### src/rtl/dm_csrs_lite.sv
// Minimal RISC-V debug module register block: DMI request/response front end,
// dmcontrol/dmstatus/abstractcs/command/data0, halt/resume and abstract register access.
module dm_csrs_lite #(
    parameter int ABITS       = 7,
    parameter int NDMRESET_EN = 1
) (
    input  logic               clk_i,
    input  logic               rst_i,
    input  logic               dmi_clear_i,
    input  logic [ABITS+33:0]  dmi_req_i,
    input  logic               dmi_req_valid_i,
    output logic               dmi_req_ready_o,
    output logic [33:0]        dmi_resp_o,
    output logic               dmi_resp_valid_o,
    input  logic               dmi_resp_ready_i,
    input  logic               halted_i,
    output logic               debug_req_o,
    output logic               resume_req_o,
    output logic               ndmreset_o,
    output logic               dmactive_o,
    output logic               ar_valid_o,
    output logic               ar_write_o,
    output logic [15:0]        ar_regno_o,
    output logic [31:0]        ar_wdata_o,
    input  logic               ar_done_i,
    input  logic               ar_err_i,
    input  logic [31:0]        ar_rdata_i
);
    localparam logic [ABITS-1:0] A_DATA0   = ABITS'('h04);
    localparam logic [ABITS-1:0] A_DMCTRL  = ABITS'('h10);
    localparam logic [ABITS-1:0] A_DMSTAT  = ABITS'('h11);
    localparam logic [ABITS-1:0] A_ACS     = ABITS'('h16);

    typedef enum logic {D_IDLE, D_RESP} dstate_t;
    typedef enum logic {A_IDLE, A_BUSY} astate_t;

    dstate_t r_dstate, w_dstate_nxt;
    astate_t r_astate, w_astate_nxt;

    logic [31:0] r_resp_data, r_data0, r_ar_wdata;
    logic [15:0] r_ar_regno;
    logic [2:0]  r_cmderr;
    logic        r_haltreq, r_ndmreset, r_dmactive, r_resume_req, r_resumeack, r_ar_write;

    logic [ABITS-1:0] w_addr;
    logic [31:0]      w_wd, w_rdata;
    logic [1:0]       w_op;
    logic w_acc, w_wr, w_rd, w_busy, w_done;
    logic w_wr_dmc, w_wr_data0, w_wr_acs, w_wr_cmd, w_abort, w_cmd_bad, w_cmd_start;

    assign w_addr = dmi_req_i[ABITS+33:34];
    assign w_wd   = dmi_req_i[33:2];
    assign w_op   = dmi_req_i[1:0];

    assign w_acc      = dmi_req_valid_i && (r_dstate == D_IDLE) && !dmi_clear_i;
    assign w_wr       = w_acc && (w_op == 2'd2);
    assign w_rd       = w_acc && (w_op == 2'd1);
    assign w_wr_dmc   = w_wr && (w_addr == A_DMCTRL);
    assign w_wr_data0 = w_wr && (w_addr == A_DATA0);
    assign w_wr_acs   = w_wr && (w_addr == A_ACS);
    assign w_wr_cmd   = w_wr && (w_addr == ABITS'('h17));
    assign w_busy     = (r_astate == A_BUSY);
    assign w_done     = w_busy && ar_done_i && !dmi_clear_i;
    assign w_abort    = w_wr_dmc && !w_wd[0];
    assign w_cmd_bad  = (w_wd[31:24] != 8'd0) || (w_wd[22:20] != 3'd2);
    assign w_cmd_start = w_wr_cmd && r_dmactive && !w_busy && (r_cmderr == 3'd0)
                         && !w_cmd_bad && halted_i && w_wd[17];

    always_comb begin
        w_rdata = 32'd0;
        case (w_addr)
            A_DATA0:  w_rdata = r_data0;
            A_DMCTRL: w_rdata = {r_haltreq, 29'd0, r_ndmreset, r_dmactive};
            A_DMSTAT: w_rdata = {14'd0, r_resumeack, r_resumeack, 4'd0, !halted_i, !halted_i,
                                 halted_i, halted_i, 1'b1, 3'd0, 4'd2};
            A_ACS:    w_rdata = {3'd0, 5'd0, 11'd0, w_busy, 1'b0, r_cmderr, 4'd0, 4'd1};
            default:  w_rdata = 32'd0;
        endcase
    end

    always_ff @(posedge clk_i or posedge rst_i) begin
        if (rst_i) begin
            r_dstate <= D_IDLE;
            r_astate <= A_IDLE;
        end else begin
            r_dstate <= w_dstate_nxt;
            r_astate <= w_astate_nxt;
        end
    end

    always_comb begin
        w_dstate_nxt = r_dstate;
        case (r_dstate)
            D_IDLE:  if (w_acc) w_dstate_nxt = D_RESP;
            D_RESP:  if (dmi_resp_ready_i) w_dstate_nxt = D_IDLE;
            default: w_dstate_nxt = D_IDLE;
        endcase
        if (dmi_clear_i) w_dstate_nxt = D_IDLE;
    end

    always_comb begin
        w_astate_nxt = r_astate;
        case (r_astate)
            A_IDLE:  if (w_cmd_start) w_astate_nxt = A_BUSY;
            A_BUSY:  if (w_abort || ar_done_i) w_astate_nxt = A_IDLE;
            default: w_astate_nxt = A_IDLE;
        endcase
        if (dmi_clear_i) w_astate_nxt = A_IDLE;
    end

    always_ff @(posedge clk_i or posedge rst_i) begin
        if (rst_i) begin
            r_resp_data  <= 32'd0;
            r_data0      <= 32'd0;
            r_haltreq    <= 1'b0;
            r_ndmreset   <= 1'b0;
            r_dmactive   <= 1'b0;
            r_resume_req <= 1'b0;
            r_resumeack  <= 1'b0;
            r_cmderr     <= 3'd0;
            r_ar_write   <= 1'b0;
            r_ar_regno   <= 16'd0;
            r_ar_wdata   <= 32'd0;
        end else begin
            if (w_acc) r_resp_data <= w_rd ? w_rdata : 32'd0;
            if (w_wr_dmc) r_dmactive <= w_wd[0];
            if (w_abort) begin
                // Deactivating the DM wipes all state it owns.
                r_haltreq    <= 1'b0;
                r_ndmreset   <= 1'b0;
                r_resume_req <= 1'b0;
                r_resumeack  <= 1'b0;
                r_data0      <= 32'd0;
                r_cmderr     <= 3'd0;
            end else begin
                if (w_wr_dmc) begin
                    r_haltreq  <= w_wd[31];
                    r_ndmreset <= w_wd[1] && (NDMRESET_EN != 0);
                end
                if (w_wr_dmc && w_wd[30] && !w_wd[31] && halted_i) begin
                    r_resume_req <= 1'b1;
                    r_resumeack  <= 1'b0;
                end else if (r_resume_req && !halted_i) begin
                    r_resume_req <= 1'b0;
                    r_resumeack  <= 1'b1;
                end
                if (w_done && !ar_err_i && !r_ar_write)
                    r_data0 <= ar_rdata_i;
                else if (w_wr_data0 && !w_busy && r_dmactive)
                    r_data0 <= w_wd;
                if (w_done && ar_err_i)
                    r_cmderr <= 3'd3;
                else if ((w_wr_cmd || w_wr_acs || w_wr_data0) && w_busy) begin
                    if (r_cmderr == 3'd0) r_cmderr <= 3'd1;
                end else if (w_wr_acs && r_dmactive)
                    r_cmderr <= r_cmderr & ~w_wd[10:8];
                else if (w_wr_cmd && r_dmactive && (r_cmderr == 3'd0)) begin
                    if (w_cmd_bad)      r_cmderr <= 3'd2;
                    else if (!halted_i) r_cmderr <= 3'd4;
                end
                if (w_cmd_start) begin
                    r_ar_write <= w_wd[16];
                    r_ar_regno <= w_wd[15:0];
                    r_ar_wdata <= r_data0;
                end
            end
        end
    end

    assign dmi_req_ready_o  = (r_dstate == D_IDLE);
    assign dmi_resp_valid_o = (r_dstate == D_RESP);
    assign dmi_resp_o       = {r_resp_data, 2'b00};
    assign debug_req_o      = r_haltreq;
    assign resume_req_o     = r_resume_req;
    assign ndmreset_o       = r_ndmreset;
    assign dmactive_o       = r_dmactive;
    assign ar_valid_o       = w_busy;
    assign ar_write_o       = r_ar_write;
    assign ar_regno_o       = r_ar_regno;
    assign ar_wdata_o       = r_ar_wdata;
endmodule

### config.mk
export PLATFORM = sky130hd
export DESIGN_NAME = dm_csrs_lite
export DESIGN_NICKNAME = d
export VERILOG_FILES = /design/src/rtl/dm_csrs_lite.sv
export SDC_FILE = /design/constraint.sdc
export NUM_CORES = 1
export LEC_CHECK = 0
export ABC_CLOCK_PERIOD_IN_PS = 7900
export CORE_ASPECT_RATIO = 0.6
export CORE_MARGIN = 3
export CORE_UTILIZATION = 52
export CTS_BUF_LIST = sky130_fd_sc_hd__clkbuf_8
export CTS_CLUSTER_DIAMETER = 40
export DETAILED_ROUTE_END_ITERATION = 8
export PLACE_DENSITY = 0.95
export SLEW_MARGIN = 0
export SYNTH_ARGS = -nofsm -noshare
export SYNTH_HDL_FRONTEND = slang
export SYNTH_SLANG_ARGS = --single-unit
### constraint.sdc
create_clock -name clk_i -period 7.9 [get_ports clk_i]
set_input_delay 0.79 -clock clk_i [delete_from_list [all_inputs] [get_ports clk_i]]
set_output_delay 0.79 -clock clk_i [all_outputs]
set_load 0.03 [all_outputs]
After elaboration in Yosys (flattened, before gate mapping)
Cells that the tools add are included.
- word-level logic and storage cells: 108
- flip-flop bits (word level): 123
- input bits: 81
- bitwise logic cells: 5
- eq/ne operators: 10
- reduce and logical (&&, ||, !) cells: 49
- muxes and demuxes: 31
- operator list (operator ; number):
    32-bit 2-to-1 mux ; 4
    32-bit case mux with 4 select lines ; 1
    1-bit logical AND ; 29
    7-bit by 5-bit == test with 1-bit output (second input constant) ; 4
    3-bit 2-to-1 mux ; 8
    1-bit 2-to-1 mux ; 16
    1-bit logical NOT ; 8
    8-bit nonzero test ; 1
    7-bit by 3-bit == test with 1-bit output (second input constant) ; 1
    6-bit by 1-bit != test with 1-bit output (second input constant) ; 1
    3-bit nonzero test ; 2
    5-bit nonzero test ; 1
    1-bit logical OR ; 4
    4-bit != test (second input constant) ; 1
    1-bit case mux with 2 select lines ; 2
    3-bit bitwise AND ; 1
    3-bit logical NOT ; 1
    3-bit by 2-bit != test with 1-bit output (second input constant) ; 1
    1-bit NOT ; 3
    3-bit NOT ; 1
    3-bit AND reduction ; 1
    2-bit by 1-bit == test with 1-bit output (second input constant) ; 1
    2-bit == test (second input constant) ; 1
    2-bit AND reduction ; 1
    2-bit nonzero test ; 1

Depth between registers and ports, before layout
- depth in word-level cells: 14
- gate-level depth with buffers: 7
- mapped depth without buffers: 5

Worst setup path before layout
No wires, ideal clock.
- kind: input to register
- start point: in dmi_req_i[37]
- end point: reg r_ar_regno[10] (netlist: ar_regno_o[10])
- required time: 7.775 ns
- path buffers: 1
- setup slack: 5.188 ns
- arrival time: 2.587 ns
- cell stages on the path: 6
- library setup time: 0.125 ns
- cell sequence: or4b_4 -> or2_4 -> nor4_4 -> nand4b_4 -> buf_6 -> mux2_4
- word-level cells in the longest chain between the ends: 9
- elaborated cells between the ends (all ways): 13
- RTL lines (what ; RTL line ; RTL):
    start: declaration ; 10 ; input logic [ABITS+33:0] dmi_req_i,
    7-bit by 5-bit == test with 1-bit output ; 61 ; assign w_wr_cmd = w_wr && (w_addr == ABITS'('h17));
    1-bit logical AND ; 61 ;
    1-bit logical AND (3 in series) ; 66 ; assign w_cmd_start = w_wr_cmd && r_dmactive && !w_busy && (r_cmderr == 3'd0)
    1-bit logical AND (3 in series) ; 67 ; && !w_cmd_bad && halted_i && w_wd[17];
    2-bit AND reduction (no source line) * ; - ;
    end signal: assignment ; 163 ; r_ar_regno <= w_wd[15:0];
    end: declaration ; 41 ; logic [15:0] r_ar_regno;
Mark *: on every way between the ends. The rest lies on a longest branch, timed or not.
A chain may end at the register's enable or synchronous reset.

Worst setup path after layout
- start point: in dmi_clear_i
- end point: reg r_ar_wdata[0] (netlist: ar_wdata_o[0])
- word-level cells in the longest chain between the ends: 11
- elaborated cells between the ends (all ways): 14
- RTL lines (what ; RTL line ; RTL):
    start: declaration ; 9 ; input logic dmi_clear_i,
    1-bit logical NOT * ; 55 ; assign w_acc = dmi_req_valid_i && (r_dstate == D_IDLE) && !dmi_clear_i;
    1-bit logical AND * ; 55 ;
    1-bit logical AND * ; 56 ; assign w_wr = w_acc && (w_op == 2'd2);
    1-bit logical AND ; 61 ;
    1-bit logical AND (3 in series) ; 66 ;
    1-bit logical AND (3 in series) ; 67 ;
    2-bit AND reduction (no source line) * ; - ;
    end signal: assignment ; 164 ; r_ar_wdata <= r_data0;
    end: declaration ; 40 ; logic [31:0] r_resp_data, r_data0, r_ar_wdata;
Marks and branches as above.

==> qor.yml <==
status:
  status: "complete, no violations"
floorplanning:
  num_rows: 28
  die-area_sq_mm: 0.01206
  start_util_pct: 54.99
  core_sq_mm: 0.01016
  die_h_um: 86.29
  dieWidth_um: 139.8
  io_pins: 171
cts:
  cts_setup_buffers: 0
  path_clk_slew_ns: 0.07
  cts_resized: 0
  cts.sinks: 123
  cts_buffers: 17
  cts_tree: "built"
  cts.path.max_buffers: 2
  postCtsHoldBufs: 0
  root_buffer: "clkbuf_8"
  htree_levels: 4
  clock_latency_ns: 0.43
flow_run:
  maxCapViolCount: 0
setup_path:
  cp_max_fo: 33
  criticalPathCategory: "in2reg"
  rr_endpoint: "ar_wdata_o[0]"
  r2r_start: "dmi_resp_valid_o"
  rr_worst_depth: 6
  cp_data_required_time_ns: 8.21
  startpoint_type: "input port"
  r2r_setup_slack_ns: 4.72
  endpoint_kind: "flop"
  worst_ep_arrival_time_ns: 3.95
detailed_routing:
  vias: 4384
  drt_iter0_markers: 329
  wl_per_cell_um: 21.67
  wl_um: 15970
  viasPerCell: 5.948
  route.detailed.drc: 0
  drtPass1Iterations: 6
  drtAntennaViolNets: 0
sta:
  hold_ws_ns: 0.5083
  max_freq_ghz: 0.2745
  worst_pin_slew_ns: 1.172
  finalCritPeriodShare_pct: 46.12
  final_max_slew_viol_count: 0
  rsz0062_at_grt: "no"
  max-slew-margin-rel_pct: 21.89
  tns_ns: 0
  hold_viol_final: 0
  fin_crit_ns: 3.643
  setup_violations: 0
  fin_skew_ns: 0.01244
hold_path:
  hold_depth: 1
  hold_class: "reg2reg"
  whs_endpoint: "r_resp_data[28]"
  hp-start: "r_resp_data[28]"
global_route:
  grt_pass1_wl_um: 25140
  grt-ovfl-total: 0
  grt_pass1_vias: 4552
  grtUsageTotal_pct: 26.79
  grt_max_degree: 66
  antenna_found_initial: 0
place:
  gp_congestion: 0.8657
  port_buffers: 168
  dp_hpwl_um: 11260
power_and_ir_drop:
  powerDensity_mw_per_mm2: 164.8
  total_power_mw: 1.270
  ir_drop_v: 0.0001149
  leakage_nw: 3.509
cells_and_area:
  layout_commonest_cell: "clkdlybuf4s50_1"
  num_antenna_cells: 0
  syn_to_final_growth_pct: 37.92
  final_cell_mix: "clkdlybuf4s50_1, dfrtp_1, mux2_4"
  drive_above_1_share_pct: 16.11
  fin_nets: 670
synth:
  synthCells: 427
  synthFlopType: "dfrtp_1"
  yosys.cell_types.count: 47
  yosysWarnings: 0
  syn_area_sq_mm: 0.005587
  ys_seq_area_share_pct: 55.10
  ys_ff_latch: 123
  avgSynthCellArea_sq_um: 13.08
  synth-edff-count: 0
  async_flop_share_pct: 100.0
## cell type report
type,instances,area [sq um]
Fill cell,658,2455
Tap cell,135,168.9
Multi-Input combinational cell,270,2317
Clock inverter,13,142.6
Sequential cell,123,3078
Timing Repair Buffer,173,1719
Clock buffer,19,261.5
Inverter,4,17.52
## power by group
group	switching [mW]	internal [mW]	leakage, nW
clock	0.262	0.298	0.190
combinational	0.0383	0.0407	1.60
sequential	0.000846	0.630	1.72
total	0.301	0.968	3.51
## flip-flops by register name, indices dropped and copies added, names as in the netlist
signal,flops
r_data0,32
ar_wdata_o,32
ar_write_o,1
ar_valid_o,1
ar_regno_o,16
dmactive_o,1
r_resumeack,1
r_resp_data,32
ndmreset_o,1
dmi_resp_valid_o,1
debug_req_o,1
resume_req_o,1
r_cmderr,3
## metrics by stage
stage,cell area (sq um),utilization (%),instances,setup WS [ns]
6_report,7705,75.84,737,4.257
5_1_grt,7705,75.84,737,4.126
4_1_cts,7705,75.84,737,4.306
3_5_place_dp,7301,71.86,705,3.843
3_3_place_gp,7301,71.86,705,3.922
2_1_floorplan,5590,-,428,3.839
## worst max-delay path by stage
stage,end,slack [ns],startpoint
finish,ar_wdata_o[0],4.26,dmi_clear_i
global route,ar_wdata_o[31],4.13,dmi_clear_i
CTS,ar_wdata_o[0],4.31,dmi_clear_i
detailed placement,ar_wdata_o[0],3.84,dmi_clear_i
global placement,ar_wdata_o[1],3.92,dmi_clear_i
floorplan,ar_regno_o[0],3.84,rst_i
## routing by layer
metal  up-vias  share of wire (%)  wire (um)  GRT usage, %
li1       1913                  -          -             -
met1      2232                 44       6980         37.17
met2       222                 46       7336         41.60
met3        17                9.2       1471         8.490
met4         0                1.1        180         6.860
met5         -                  0          0             0
## Yosys cell counts, drive strengths merged, types with 3 or more instances
library cell | n | area (sq um)
dfrtp | 123 | 3078
mux2 | 50 | 747.0
nor2 | 44 | 165.2
a22o | 34 | 297.8
a211oi | 33 | 247.7
mux2i | 32 | 320.3
clkbuf | 20 | 75.07
nand2 | 13 | 48.80
buf | 11 | 108.9
a21oi | 8 | 40.04
nor4 | 5 | 46.29
a221o | 4 | 40.04
inv | 4 | 15.01
a31oi | 3 | 18.77
nand3 | 3 | 15.01
nor2b | 3 | 18.77
nor3 | 3 | 26.28
o21ai | 3 | 15.01
## cells by family after synthesis
family | share of synthesized area (%)
and+or+nand+nor | 9.115
other | 0.06712
buffers and inverters | 3.561
AOI/OAI and AO/OA | 13.06
DFF | 55.10
muxes | 19.10
## critical path: stages
cell and delay (ns):
clkdlybuf4s50_1 0.50, nor3b_1 0.38, nand3_1 0.38, nor4_4 0.47
nand4b_4 0.48, buf_4 0.51, mux2_4 0.38
No activity file was read; power rests on OpenSTA's default activity.
